`src/rtl/gate_controller_multi.sv`:
```
// Parking-lane gate controller: keypad PIN entry with attempt limit and timeout,
// tailgate detection and an occupancy counter that locks entry when the lot is full.
//
// state      | meaning
// -----------+-----------------------------------------------------------
// S_IDLE     | gate closed, waiting for a vehicle at the entrance
// S_WAIT_PIN | vehicle present, waiting for a keypad attempt (timed)
// S_OPEN     | correct PIN given, gate open until the vehicle passes
// S_BLOCK    | lane locked after too many wrong PINs or a tailgate
module gate_controller_multi #(
  parameter int                  PW_WIDTH  = 8,
  parameter logic [PW_WIDTH-1:0] PASSWORD  = 8'h5A,
  parameter int                  MAX_TRIES = 3,
  parameter int                  TIMEOUT   = 16,
  parameter int                  CAPACITY  = 15,
  parameter int                  OCC_W     = 4
) (
  input  logic                clk,
  input  logic                reset_n,
  input  logic                sensor_entrance,
  input  logic                sensor_exit,
  input  logic                vehicle_leave,
  input  logic [PW_WIDTH-1:0] input_password,
  input  logic                password_valid,
  output logic                gate_open,
  output logic                gate_close,
  output logic                alarm_wrong_pin,
  output logic                alarm_block,
  output logic [OCC_W-1:0]    occupancy,
  output logic                lot_full
);

  localparam int TRY_W = $clog2(MAX_TRIES + 1);
  localparam int TMR_W = $clog2(TIMEOUT + 1);
  localparam logic [TRY_W-1:0] TRIES_LIMIT = TRY_W'(MAX_TRIES);
  localparam logic [TMR_W-1:0] TIMER_LAST  = TMR_W'(TIMEOUT - 1);
  localparam logic [OCC_W-1:0] OCC_CAP     = OCC_W'(CAPACITY);

  typedef enum logic [1:0] {
    S_IDLE     = 2'd0,
    S_WAIT_PIN = 2'd1,
    S_OPEN     = 2'd2,
    S_BLOCK    = 2'd3
  } state_t;

  state_t             r_state;
  logic [TMR_W-1:0]   r_timer;
  logic [TRY_W-1:0]   r_tries;
  logic               r_gate_open;
  logic               r_gate_close;
  logic               r_alarm_wrong;
  logic               r_alarm_block;
  logic [OCC_W-1:0]   r_occ;
  logic               r_lot_full;

  logic               w_pw_ok;
  logic               w_pw_bad;
  logic               w_occ_inc;
  logic [TRY_W-1:0]   w_tries_inc;
  logic [OCC_W-1:0]   w_occ_next;

  assign w_pw_ok     = password_valid && (input_password == PASSWORD);
  assign w_pw_bad    = password_valid && (input_password != PASSWORD);
  assign w_occ_inc   = (r_state == S_OPEN) && sensor_exit && !sensor_entrance;
  assign w_tries_inc = r_tries + TRY_W'(1);

  // A simultaneous entry and departure cancel out; both directions saturate.
  always_comb begin
    w_occ_next = r_occ;
    if (w_occ_inc && !vehicle_leave) begin
      if (r_occ != OCC_CAP) w_occ_next = r_occ + OCC_W'(1);
    end else if (vehicle_leave && !w_occ_inc) begin
      if (r_occ != '0) w_occ_next = r_occ - OCC_W'(1);
    end
  end

  always_ff @(posedge clk) begin
    if (!reset_n) begin
      r_state       <= S_IDLE;
      r_timer       <= '0;
      r_tries       <= '0;
      r_gate_open   <= 1'b0;
      r_gate_close  <= 1'b1;
      r_alarm_wrong <= 1'b0;
      r_alarm_block <= 1'b0;
      r_occ         <= '0;
      r_lot_full    <= 1'b0;
    end else begin
      r_occ      <= w_occ_next;
      r_lot_full <= (w_occ_next == OCC_CAP);

      case (r_state)
        S_IDLE: begin
          if (sensor_entrance && !r_lot_full) begin
            r_state <= S_WAIT_PIN;
            r_timer <= '0;
          end
        end

        // An attempt on the final timer cycle wins over the timeout.
        S_WAIT_PIN: begin
          if (w_pw_ok) begin
            r_state       <= S_OPEN;
            r_gate_open   <= 1'b1;
            r_gate_close  <= 1'b0;
            r_tries       <= '0;
            r_alarm_wrong <= 1'b0;
          end else if (w_pw_bad) begin
            r_tries       <= w_tries_inc;
            r_alarm_wrong <= 1'b1;
            r_timer       <= '0;
            if (w_tries_inc == TRIES_LIMIT) begin
              r_state       <= S_BLOCK;
              r_alarm_block <= 1'b1;
            end
          end else if (r_timer == TIMER_LAST) begin
            r_state <= S_IDLE;
          end else begin
            r_timer <= r_timer + TMR_W'(1);
          end
        end

        S_OPEN: begin
          if (sensor_exit) begin
            r_gate_open  <= 1'b0;
            r_gate_close <= 1'b1;
            if (sensor_entrance) begin
              r_state       <= S_BLOCK;
              r_alarm_block <= 1'b1;
            end else begin
              r_state <= S_IDLE;
            end
          end
        end

        S_BLOCK: begin
          if (w_pw_ok) begin
            r_state       <= S_IDLE;
            r_alarm_block <= 1'b0;
            r_alarm_wrong <= 1'b0;
            r_tries       <= '0;
          end
        end

        default: begin
          r_state      <= S_IDLE;
          r_gate_open  <= 1'b0;
          r_gate_close <= 1'b1;
        end
      endcase
    end
  end

  assign gate_open       = r_gate_open;
  assign gate_close      = r_gate_close;
  assign alarm_wrong_pin = r_alarm_wrong;
  assign alarm_block     = r_alarm_block;
  assign occupancy       = r_occ;
  assign lot_full        = r_lot_full;

endmodule
```
`config.mk`:
```
export PLATFORM = sky130hd
export DESIGN_NAME = gate_controller_multi
export DESIGN_NICKNAME = d
export VERILOG_FILES = /design/src/rtl/gate_controller_multi.sv
export SDC_FILE = /design/constraint.sdc
export NUM_CORES = 1
export LEC_CHECK = 0
export ABC_AREA = 1
export ABC_CLOCK_PERIOD_IN_PS = 1800
export BUFFER_PORTS_ARGS = -buffer_cell sky130_fd_sc_hd__buf_2
export CELL_PAD_IN_SITES_DETAIL_PLACEMENT = 1
export CELL_PAD_IN_SITES_GLOBAL_PLACEMENT = 1
export CORE_ASPECT_RATIO = 2
export CORE_MARGIN = 3
export CORE_UTILIZATION = 35
export DETAILED_ROUTE_END_ITERATION = 12
export HOLD_SLACK_MARGIN = 0.05
export PLACE_DENSITY = 0.83
export RECOVER_POWER = 50
export SYNTH_ARGS = -nofsm -noshare
export SYNTH_HDL_FRONTEND = slang
export SYNTH_SLANG_ARGS = --single-unit
```
`constraint.sdc`:
```
create_clock -name clk -period 1.8 [get_ports clk]
set_clock_uncertainty 0.1 [all_clocks]
set_input_delay 0.27 -clock clk [delete_from_list [all_inputs] [get_ports clk]]
set_output_delay 0.27 -clock clk [all_outputs]
set_load 0.005 [all_outputs]
```
* Yosys cells after proc, flatten, opt, wreduce, memory -nomap -nowiden
Index checks and enable logic that the tools add are counted.
** Storage, ports and cells
- Flip-flop bits (word level) :: 18
- Bits of input ports :: 14
** Cells by class
- Muxes and demuxes :: 36
- Equal/unequal tests :: 21
- Reduce and logical (&&, ||, !) cells :: 22
- Add/subtract/negate cells :: 4
** Operator list (number)
- 2-to-1 mux 2 bit :: 10
- 2-to-1 mux 5 bit :: 4
- 2-to-1 mux 4 bit :: 4
- inequality test 2 bit (second input constant) :: 8
- inequality test 4 bit (second input constant) :: 3
- 2-to-1 mux 1 bit :: 11
- case mux 5 bit (2 select lines) :: 1
- == test 8 x 7 -> 1 bit (second input constant) :: 1
- inequality test 8 x 7 -> 1 bit (second input constant) :: 1
- case mux 2 bit (4 select lines) :: 1
- logical AND 1 bit :: 7
- AND reduction 7 bit :: 1
- == test 2 bit (second input constant) :: 3
- inequality test 3 bit (second input constant) :: 2
- case mux 1 bit (2 select lines) :: 3
- AND reduction 3 bit :: 2
- nonzero test 2 bit :: 3
- adder 5 x 1 -> 5 bit (second input constant) :: 1
- == test 5 x 4 -> 1 bit (second input constant) :: 1
- AND reduction 5 bit :: 1
- adder 4 x 1 -> 4 bit (second input constant) :: 1
- == test 4 bit (second input constant) :: 1
- logical NOT 1 bit :: 4
- case mux 2 bit (2 select lines) :: 1
- other kinds (8) :: 8

* Depth between registers and ports, before layout
Gate-level depths: netlist of the first run.
- Depth after elaboration :: 8
- Mapped depth :: 11
- Mapped depth without buffers :: 11

* Least setup slack after synthesis of the first run
Ideal clock, no wire load.
- Kind :: reg2reg
- Start :: register r_timer[0]
- End :: register r_state[0]
- Required time :: 1583 ps
- Setup slack :: 314 ps
- Arrival time :: 1270 ps
- Stages on the path, launching flop included :: 10
- Period minus slack after synthesis :: 1486 ps
- Library setup time :: 117 ps
- Path through :: dfxtp_1 -> ha_1 -> nand2_1 -> nor2_1 -> ha_1 -> nor3_1 -> nor2_1 -> nand3_1 -> nor3_1 -> nor2_1
** On the way
- Word-level cells in the longest chain between the ends :: 3
** Ends and longest elaborated chain
- start, declared :: RTL line 47 : logic [TMR_W-1:0] r_timer;
- start signal, assigned :: RTL line 119 : r_timer <= r_timer + TMR_W'(1);
- == test 5 x 4 -> 1 bit :: RTL line 116 : end else if (r_timer == TIMER_LAST) begin
- inequality test 4 bit (no source line)
- AND reduction 5 bit (no source line)
- end signal, assigned :: RTL line 113 : r_state <= S_BLOCK;
- end signal, assigned :: RTL line 117 : r_state <= S_IDLE;
- end signal, assigned :: RTL line 128 : r_state <= S_BLOCK;
- end, declared :: RTL line 46 : state_t r_state;
No other way between the ends.
A chain may end at the register's enable or synchronous reset.

* Final worst setup path of the first run
- Start :: register r_timer[1]
- End :: register r_timer[1]
** On the way
- Word-level cells in the longest chain between the ends :: 5
- Elaborated cells on any way between the ends :: 8
- Classes of those cells :: add/sub: 1; eq/ne: 2; mux: 4; reduce/logical: 1
** Ends and longest elaborated chain
- adder 5 x 1 -> 5 bit :: RTL line 119
- 2-to-1 mux 5 bit :: RTL line 116
- 2-to-1 mux 5 bit :: RTL line 108 : end else if (w_pw_bad) begin
- 2-to-1 mux 5 bit :: RTL line 102 : if (w_pw_ok) begin
- case mux 5 bit (2 select lines) :: RTL line 92 : case (r_state)
Parallel ways exist; a longest one is shown, timed or not. The select of a mux whose other input is x is not followed.

==> run metrics, run 1 <==
vias post-DR=~1300; first-pass GRT wire length=6.26 mm; Skew-Pair Late Insertion Delay=0.25 ns; final setup vio count=0; PwrDens=roughly 1300 mW/mm^2; status=complete, no violations; GR Util met1=between 10% and 20%; syn nets=roughly 210; TritonCTS Buffers=3; CTS tree=built; hpwl dp=around 3.2 mm; worst-path fanout max=6; Critical Path AT=between 1.5 and 2 ns; cell mode on critical path=nor2_1; antenna-violating nets left=0; HP Class=in2reg; commonest non-fill, non-tap cell in the layout=nand2_1; GRT met2 Usage=about two fifths; Critical Path Max Stage Delay=between 0.3 and 0.4 ns; post-synthesis compound-gate area fraction=roughly 11%; DP Cell Count=about 240; H-tree lvl count=1; WHS=between 0.2 and 0.25 ns; Die Ht=around 90 microns; Initial DRC Count=14; Nets=around 240; max-slew violations=0; Worst path slowest cell=dfxtp_1; Total Routed Length=approximately 3.8 mm; fin crit period=between 1.5 and 2 ns; slew at the pin closest to its max-slew limit=approximately 0.30 ns; Synth warnings=0; worst vdd ir=roughly 0.0009 V; clk buf depth=2; Setup Buffers After CTS=0; RePlAce Congestion=~0.8; Worst EP required=1.85 ns; Tot GR Track Use=roughly 21%; Global Route met3 Usage=2.79%; RSZ-0062 raised after global routing=false; Row Count=29; Max-Cap Viols=0; I/O pin count=23; Critical Path End Type=register; Synth Register Bits=18; DRC viols=0; Distinct cells, synth=27; initial antenna violation count=0; critical-path cell list=ha_1, nand2_1, nor2_1, ha_1, nand3_2, nand2_8, inv_2, nor2_1, nor2_1; layout cells sized above 1=roughly a fifth; CP Launch Type=register; largest net degree at the start of global routing=11; port bufs=22; area taken by multi-input logic gates=roughly 740 sq um; busiest grt layer=met2; setup tns final=0 ns; detail-routed via count per cell=roughly 5.4; XOR/XNOR Fraction of Synth Area=about 3.6%; post-synthesis simple-gate area fraction=about two fifths; cts hold-fix bufs=0; Die ar.=roughly 0.0043 sq mm; synthesis-to-layout area growth=17.5%; Bufs and invs on worst path=1; Final Hold Fails=0; vias in the first global route=1456; Seq. cell area=between 300 and 400 sq um; post-synthesis sequential area ratio=29.5%; period utilisation layout=roughly 90%; worst relative slew slack=between 70% and 80%; core area=~0.0033 sq mm; die span in x=47.8 microns; LEAKAGE=0.711 nW; post-synthesis mux area share=0%; CP Class=reg2reg; FILL cells=467; initial core utilization=between 30 and 40%; GRT overflow=0; Sink Count=18; Root Buffer=clkbuf_8; Top delay family on crit path=simple AND/OR/NAND/NOR gates; Layout Cells excl Fill=~250; diode count=0; Max Freq=between 0.6 and 0.7 GHz; Worst-path clk slew=0.08 ns; Cell Area, Synth=about 0.0012 sq mm; combinational family with the most area after synthesis=simple AND/OR/NAND/NOR gates; router iterations before antenna repair=4; Synth Area in Adders=under 10%; most frequent cells in the layout=nand2_1 (47), inv_1 (27), nor2_1 (21); Synth Instances=190; post-DR wirelength/cell=between 15 and 20 microns; Mean Syn Cell Area=roughly 6.4 sq um
==> flip-flops by register name, summed over array words and instances (netlist names) <==
register	cells
alarm_block	1
alarm_wrong_pin	1
gate_close	1
gate_open	1
lot_full	1
occupancy	4
r_state	2
r_timer	5
r_tries	2
==> stage by stage <==
step / worst slack, ns / total power [W] / area, sq um / util, %
final: 0.186 / 0.00190 / 1440 / 44.0
after global routing: 0.00378 / 0.00208 / 1440 / 44.0
after CTS: 0.118 / 0.00190 / 1440 / 44.0
after detailed placement: 0.140 / 0.00155 / 1380 / 42.3
after global placement: 0.146 / 0.00153 / 1380 / 42.3
after floorplan: 0.314 / 0.00128 / 1220 / -
==> routing by layer <==
| metal | up-vias | share of wire (%) |
|---|---|---|
| met5 | - | 0 |
| met4 | 0 | 7.2 |
| met1 | 638 | 30 |
| li1 | 651 | - |
| met3 | 22 | 2.4 |
| met2 | 36 | 60 |
==> worst register-to-register path: cells and delay by family (launching register included) <==
kind	cells	cell delay, ns
buffers and inverters	1	0.04
adders and majority gates	2	0.40
and+or+nand+nor	6	0.61
DFF	1	0.38
==> cell type report <==
class | instances | share of cell area, %
well taps | 31 | 2.70
clock buffers | 4 | 3.83
repair buffers | 24 | 8.28
multi-input cells | 139 | 51.5
inverters | 32 | 8.54
flip-flops and latches | 18 | 25.2
==> Yosys cell counts <==
library cell | instances | area share, %
o211ai_1 | 1 | 0.61
nand3b_1 | 1 | 0.61
xor2_1 | 5 | 3.6
nand4_1 | 3 | 1.5
nand2_1 | 47 | 14
o21ai_0 | 7 | 2.9
nor2_2 | 4 | 2.0
a21oi_1 | 8 | 3.3
nand2_2 | 4 | 2.0
nor3_1 | 2 | 0.82
o21ai_2 | 1 | 0.72
nor2_1 | 21 | 6.4
o21ai_1 | 3 | 1.2
or2_0 | 1 | 0.51
buf_2 | 1 | 0.41
ha_1 | 5 | 5.1
nor2_4 | 1 | 0.92
inv_2 | 4 | 1.2
inv_4 | 1 | 0.51
nand2_8 | 1 | 1.6
inv_1 | 26 | 8.0
clkinv_1 | 1 | 0.31
a21oi_2 | 3 | 2.1
nand3_1 | 18 | 7.4
nand3_2 | 2 | 1.6
and2_1 | 1 | 0.51
dfxtp_1 | 18 | 29
==> what timing repair did <==
| action | CTS | global route |
|---|---|---|
| setup endpoints to repair | 0 | 3 |
| endpoints found under the hold margin | 0 | 0 |
| resized for setup | 0 | 2 |
==> kinds of logic (layout without fill, tap and decap cells) <==
kind of cell    after synthesis  in the layout
compound gates               23             23
xor+xnor                      5              5
simple gates                106            106
buf+inv                      33             60
fa+ha+maj                     5              5
flops                        18             18
==> power breakdown <==
group / total (W) / switching [W] / internal, W
Combinational: 0.000964 / 0.000617 / 0.000347
Clock: 0.000337 / 0.000143 / 0.000194
Sequential: 0.000596 / 0.000101 / 0.000495
Total: 0.00190 / 0.000861 / 0.00104
==> path summary, 6_finish.rpt <==
kind	from	to	slack [ns]	cells after the start
worst max-delay path	r_timer[1]$_SDFFE_PN0P_	r_timer[1]$_SDFFE_PN0P_	0.19	9
worst min register to register	alarm_block$_SDFFE_PN0P_	alarm_block$_SDFFE_PN0P_	0.35	2
worst max register to register	r_timer[1]$_SDFFE_PN0P_	r_timer[1]$_SDFFE_PN0P_	0.19	9
worst min-delay path	reset_n	r_state[1]$_SDFFE_PN0P_	0.24	3
Power figures use the tool's default switching activity.
==> inputs of run 2 (changes only) <==
- CTS_CLUSTER_DIAMETER: unset -> 40
- PLACE_DENSITY: 0.83 -> 0.82
==> run metrics, run 2 (synthesis gave the netlist of run 1 again) <==
status=complete, no violations; smallest setup slack after layout=0.118 ns (-0.0673 ns); commonest non-fill, non-tap cell in the layout=nand2_1; R2R depth=10 (+1); CP Launch Type=register; Row Count=29 (unchanged); Critical Path AT=1.74 ns (+0.07 ns); DRC viols=0 (unchanged); Bufs and invs on worst path=0 (-1); Tot GR Track Use=19.9% (-0.78 points); Initial DRC Count=4 (-10); worst hold stages=3 (unchanged); max FFs per register=5 (unchanged); Placement Setup Slack=0.153 ns (+0.0128 ns); Finished Cell Area=0.00143 sq mm (-0.35%); port bufs=22 (unchanged); synthesis-to-layout area growth=17.1%; Total Routed Length=3.66 mm (-3.1%); Nets=236 (-0.42%); antenna-violating nets left=0 (unchanged); fin crit period=1.68 ns (+0.0673 ns); die span in x=47.8 microns (unchanged); vias in the first global route=1409 (-3.2%); PwrDens=1330 mW/mm^2 (+0.60%); vias post-DR=1287 (-4.5%); CP Class=reg2reg; final setup vio count=0 (unchanged); post-DR wirelength/cell=14.8 microns (-2.7%); Die ar.=0.00428 sq mm (unchanged); Skew-Pair Late Insertion Delay=0.26 ns (about the same); Worst EP required=1.86 ns (about the same); Worst-path clk slew=0.08 ns (about the same); DP Cell Count=243 (-0.41%); CTS tree=built; router iterations before antenna repair=4 (unchanged); worst relative slew slack=79.2% (-0.54 points); Layout Cells excl Fill=247 (-0.40%); Seq. cell area=365 sq um (+1.0%); TritonCTS Buffers=3 (unchanged); clk buf depth=2 (unchanged); HP Class=in2reg; layout cells sized above 1=22.2% (+1.5 points); core area=0.00327 sq mm (unchanged); worst-path fanout max=5 (-1); slew at the pin closest to its max-slew limit=0.311 ns (+0.00731 ns); Post-DP Area=0.00137 sq mm (-0.54%); RSZ-0062 raised after global routing=false; hpwl dp=3.07 mm (-3.5%); detail-routed via count per cell=5.21 (-4.1%); GRT overflow=0 (unchanged); Top delay family on crit path=simple AND/OR/NAND/NOR gates; RePlAce Congestion=0.771 (-3.4%); initial antenna violation count=0 (unchanged); Sink Count=18 (unchanged); FILL cells=462 (-1.1%); Critical Path Max Stage Delay=0.34 ns (-0.04 ns); Final Hold Fails=0 (unchanged); setup tns final=0 ns (unchanged); Die Ht=89.6 microns (unchanged); LEAKAGE=0.711 nW (about the same); Critical Path End Type=register; WHS=0.241 ns (+0.00219 ns); most frequent cells in the layout=nand2_1 (48), inv_1 (26), nor2_1 (21); first-pass GRT wire length=6.05 mm (-3.3%); Setup Buffers After CTS=0 (unchanged); largest net degree at the start of global routing=11 (unchanged); Max-Cap Viols=0 (unchanged); H-tree lvl count=1 (unchanged); Worst path slowest cell=dfxtp_2; critical-path cell list=ha_1, nand2_1, nor2_1, ha_1, nor3_1, nor2_1, nand3_1, nand2_1, nand2_1, nor2_1; diode count=0 (unchanged); worst vdd ir=0.000619 V (-31%); period utilisation layout=93.4% (+3.7 points); area taken by multi-input logic gates=737 sq um (-0.34%); initial core utilization=37.4% (unchanged); I/O pin count=23 (unchanged); max-slew violations=0 (unchanged); Max Freq=0.595 GHz (-4.0%); Root Buffer=clkbuf_8; Top reg by flops=r_timer; Worst path depth=10 (+1)
run 2: cell type report:
class / count / area share [%]
multi-input cells: 139 / 51.5
well taps: 31 / 2.71
clock buffers: 4 / 3.85
inverters: 32 / 8.57
flip-flops and latches: 18 / 25.5
repair buffers: 23 / 7.87
run 2: path summary, 6_finish.rpt:
kind                                          startpoint                       end  slack, ns
worst max register to register   r_timer[0]$_SDFFE_PN0P_   r_state[1]$_SDFFE_PN0P_       0.12
worst max-delay path             r_timer[0]$_SDFFE_PN0P_   r_state[1]$_SDFFE_PN0P_       0.12
worst min register to register  alarm_block$_SDFFE_PN0P_  alarm_block$_SDFFE_PN0P_       0.35
worst min-delay path                             reset_n   r_timer[0]$_SDFFE_PN0P_       0.24
run 2: repair_timing:
item | 4_1_cts | 5_1_grt
setup endpoints to repair | 0 | 3
endpoints found under the hold margin | 0 | 0
gates resized for setup | 0 | 5
hold buffers | 0 | 0
run 2: tightest hold or removal path, stage by stage:
cell and delay, ns:
buf_2 0.17, nand2_1 0.10, a21oi_2 0.03
run 2: where the power goes:
group	total, W	leakage, nW	switching, W	internal (W)
clock network	0.000348	0.0288	0.000153	0.000195
logic	0.000945	0.533	0.000608	0.000337
registers	0.000608	0.149	0.000108	0.000500
run 2: metrics by stage:
| stage | util (%) | power (W) |
|---|---|---|
| global placement | 42.1 | 0.00153 |
| global route | 43.8 | 0.00207 |
| CTS | 43.8 | 0.00192 |
| finish | 43.8 | 0.00190 |
| detailed placement | 42.1 | 0.00156 |
| floorplan | - | 0.00128 |
run 2: layer usage:
metal | vias to the layer above | GRT usage, % | share of wire [%]
met5 | - | 0 | 0
met4 | 0 | 10.5 | 3.9
met3 | 11 | 2.00 | 1.6
met2 | 23 | 41.3 | 63
met1 | 605 | 15.7 | 31
li1 | 648 | - | -
==> inputs of run 3 (changes only) <==
- CORE_UTILIZATION: 35 -> 38
- PLACE_DENSITY: 0.82 -> 0.88
==> run metrics, run 3 (synthesis gave the netlist of run 1 again) <==
Row Count=28 (-3.4%); PwrDens=1330 mW/mm^2 (-0.10%); Root Buffer=clkbuf_8; Tot GR Track Use=20.5% (+0.59 points); worst vdd ir=0.000647 V (+4.5%); initial antenna violation count=0 (unchanged); worst relative slew slack=78.3% (-0.87 points); Max Freq=0.609 GHz (+2.3%); max-slew violations=0 (unchanged); Layout Cells excl Fill=247 (unchanged); max FFs per register=5 (unchanged); CP Class=reg2reg; FILL cells=423 (-8.4%); core area=0.00301 sq mm (-7.7%); H-tree lvl count=1 (unchanged); Final Hold Fails=0 (unchanged); slew at the pin closest to its max-slew limit=0.323 ns (+0.0122 ns); Max-Cap Viols=0 (unchanged); Sink Count=18 (unchanged); synthesis-to-layout area growth=17.3%; CP Launch Type=register; hpwl dp=2.93 mm (-4.5%); worst-path fanout max=5 (unchanged); Pwr Total=0.00190 W (about the same); first-pass GRT wire length=5.94 mm (-1.8%); Die ar.=0.00397 sq mm (-7.2%); area taken by multi-input logic gates=739 sq um (+0.34%); Die Ht=86.2 microns (-3.8%); status=complete, no violations; worst hold stages=3 (unchanged); Nets=237 (+0.42%); commonest non-fill, non-tap cell in the layout=nand2_1; port bufs=22 (unchanged); Worst EP required=1.87 ns (about the same); TritonCTS Buffers=3 (unchanged); Top reg by flops=r_timer; layout cells sized above 1=21.2% (-1.0 points); I/O pin count=23 (unchanged); Worst-path clk slew=0.07 ns (about the same); Total Routed Length=3.59 mm (-1.9%); vias post-DR=1321 (+2.6%); RePlAce Congestion=0.836 (+8.4%); post-DR wirelength/cell=14.5 microns (-1.9%); diode count=0 (unchanged); vias in the first global route=1378 (-2.2%); Skew-Pair Late Insertion Delay=0.27 ns (about the same); Initial DRC Count=21 (+17); DP Cell Count=243 (unchanged); period utilisation layout=91.3% (-2.1 points); CTS tree=built; die span in x=46.1 microns (-3.5%); Critical Path AT=1.71 ns (-0.03 ns); clk buf depth=2 (unchanged); initial core utilization=40.6% (+3.1 points); LEAKAGE=0.710 nW (-0.12%); Seq. cell area=363 sq um (-0.68%); R2R depth=9 (-1); most frequent cells in the layout=nand2_1 (48), inv_1 (27), nor2_1 (21); router iterations before antenna repair=4 (unchanged); antenna-violating nets left=0 (unchanged); Critical Path End Type=register; DRC viols=0 (unchanged); final setup vio count=0 (unchanged); RSZ-0062 raised after global routing=false; HP Class=in2reg; largest net degree at the start of global routing=11 (unchanged); setup tns final=0 ns (unchanged); fin crit period=1.64 ns (-0.0384 ns); GRT overflow=0 (unchanged); detail-routed via count per cell=5.35 (+2.6%)
run 3: cell count changes in the layout (fill, tap and decap cells not counted), sizes merged:
cell | before | now
clkbuf | 8 | 9
run 3: what timing repair did:
item,4_1_cts,5_1_grt
endpoints found under the setup margin,0,7
buffers inserted,0,0
gates resized for setup,0,4
hold buffers,0,0
run 3: path summary, 6_finish.rpt:
kind / from / end / slack, ns
setup / recovery: r_timer[0]$_SDFFE_PN0P_ / r_state[1]$_SDFFE_PN0P_ / 0.16
hold / removal: reset_n / r_state[1]$_SDFFE_PN0P_ / 0.22
setup reg to reg: r_timer[0]$_SDFFE_PN0P_ / r_state[1]$_SDFFE_PN0P_ / 0.16
hold reg to reg: alarm_block$_SDFFE_PN0P_ / alarm_block$_SDFFE_PN0P_ / 0.35
run 3: layer usage:
metal,vias to the layer above,global-route usage (%),part of all wire [%]
met1,626,17.3,32
met2,32,41.0,61
met4,0,10.4,3.0
met3,11,2.70,3.7
li1,652,-,-
met5,-,0,0
run 3: critical path, cell delays in order (launching register included):
cell	delay [ns]
dfxtp_2	0.37
ha_1	0.21
nand2_1	0.07
nor2_1	0.09
ha_2	0.19
nor3_1	0.05
nor2_1	0.11
nand3_1	0.15
nor2_1	0.15
nor2_1	0.06
run 3: power by group:
part           switching, W  internal, W
clock              0.000156     0.000195
sequential         0.000102     0.000497
combinational      0.000612     0.000341
run 3: layout make-up:
class,count,share of cell area [%]
Multi-Input combinational cell,139,51.6
Clock buffer,4,3.84
Sequential cell,18,25.3
Tap cell,30,2.62
Inverter,32,8.55
Timing Repair Buffer,24,8.12
run 3: through the flow:
stage                     worst slack [ns]  area [sq um]  hold slack (ns)  util (%)
after floorplan                      0.314          1220            0.342         -
after global placement               0.226          1380            0.328      45.8
after detailed placement             0.155          1380            0.327      45.8
after CTS                           0.0917          1440            0.229      47.6
after global routing                0.0122          1430            0.237      47.6
final                                0.157          1430            0.224      47.6
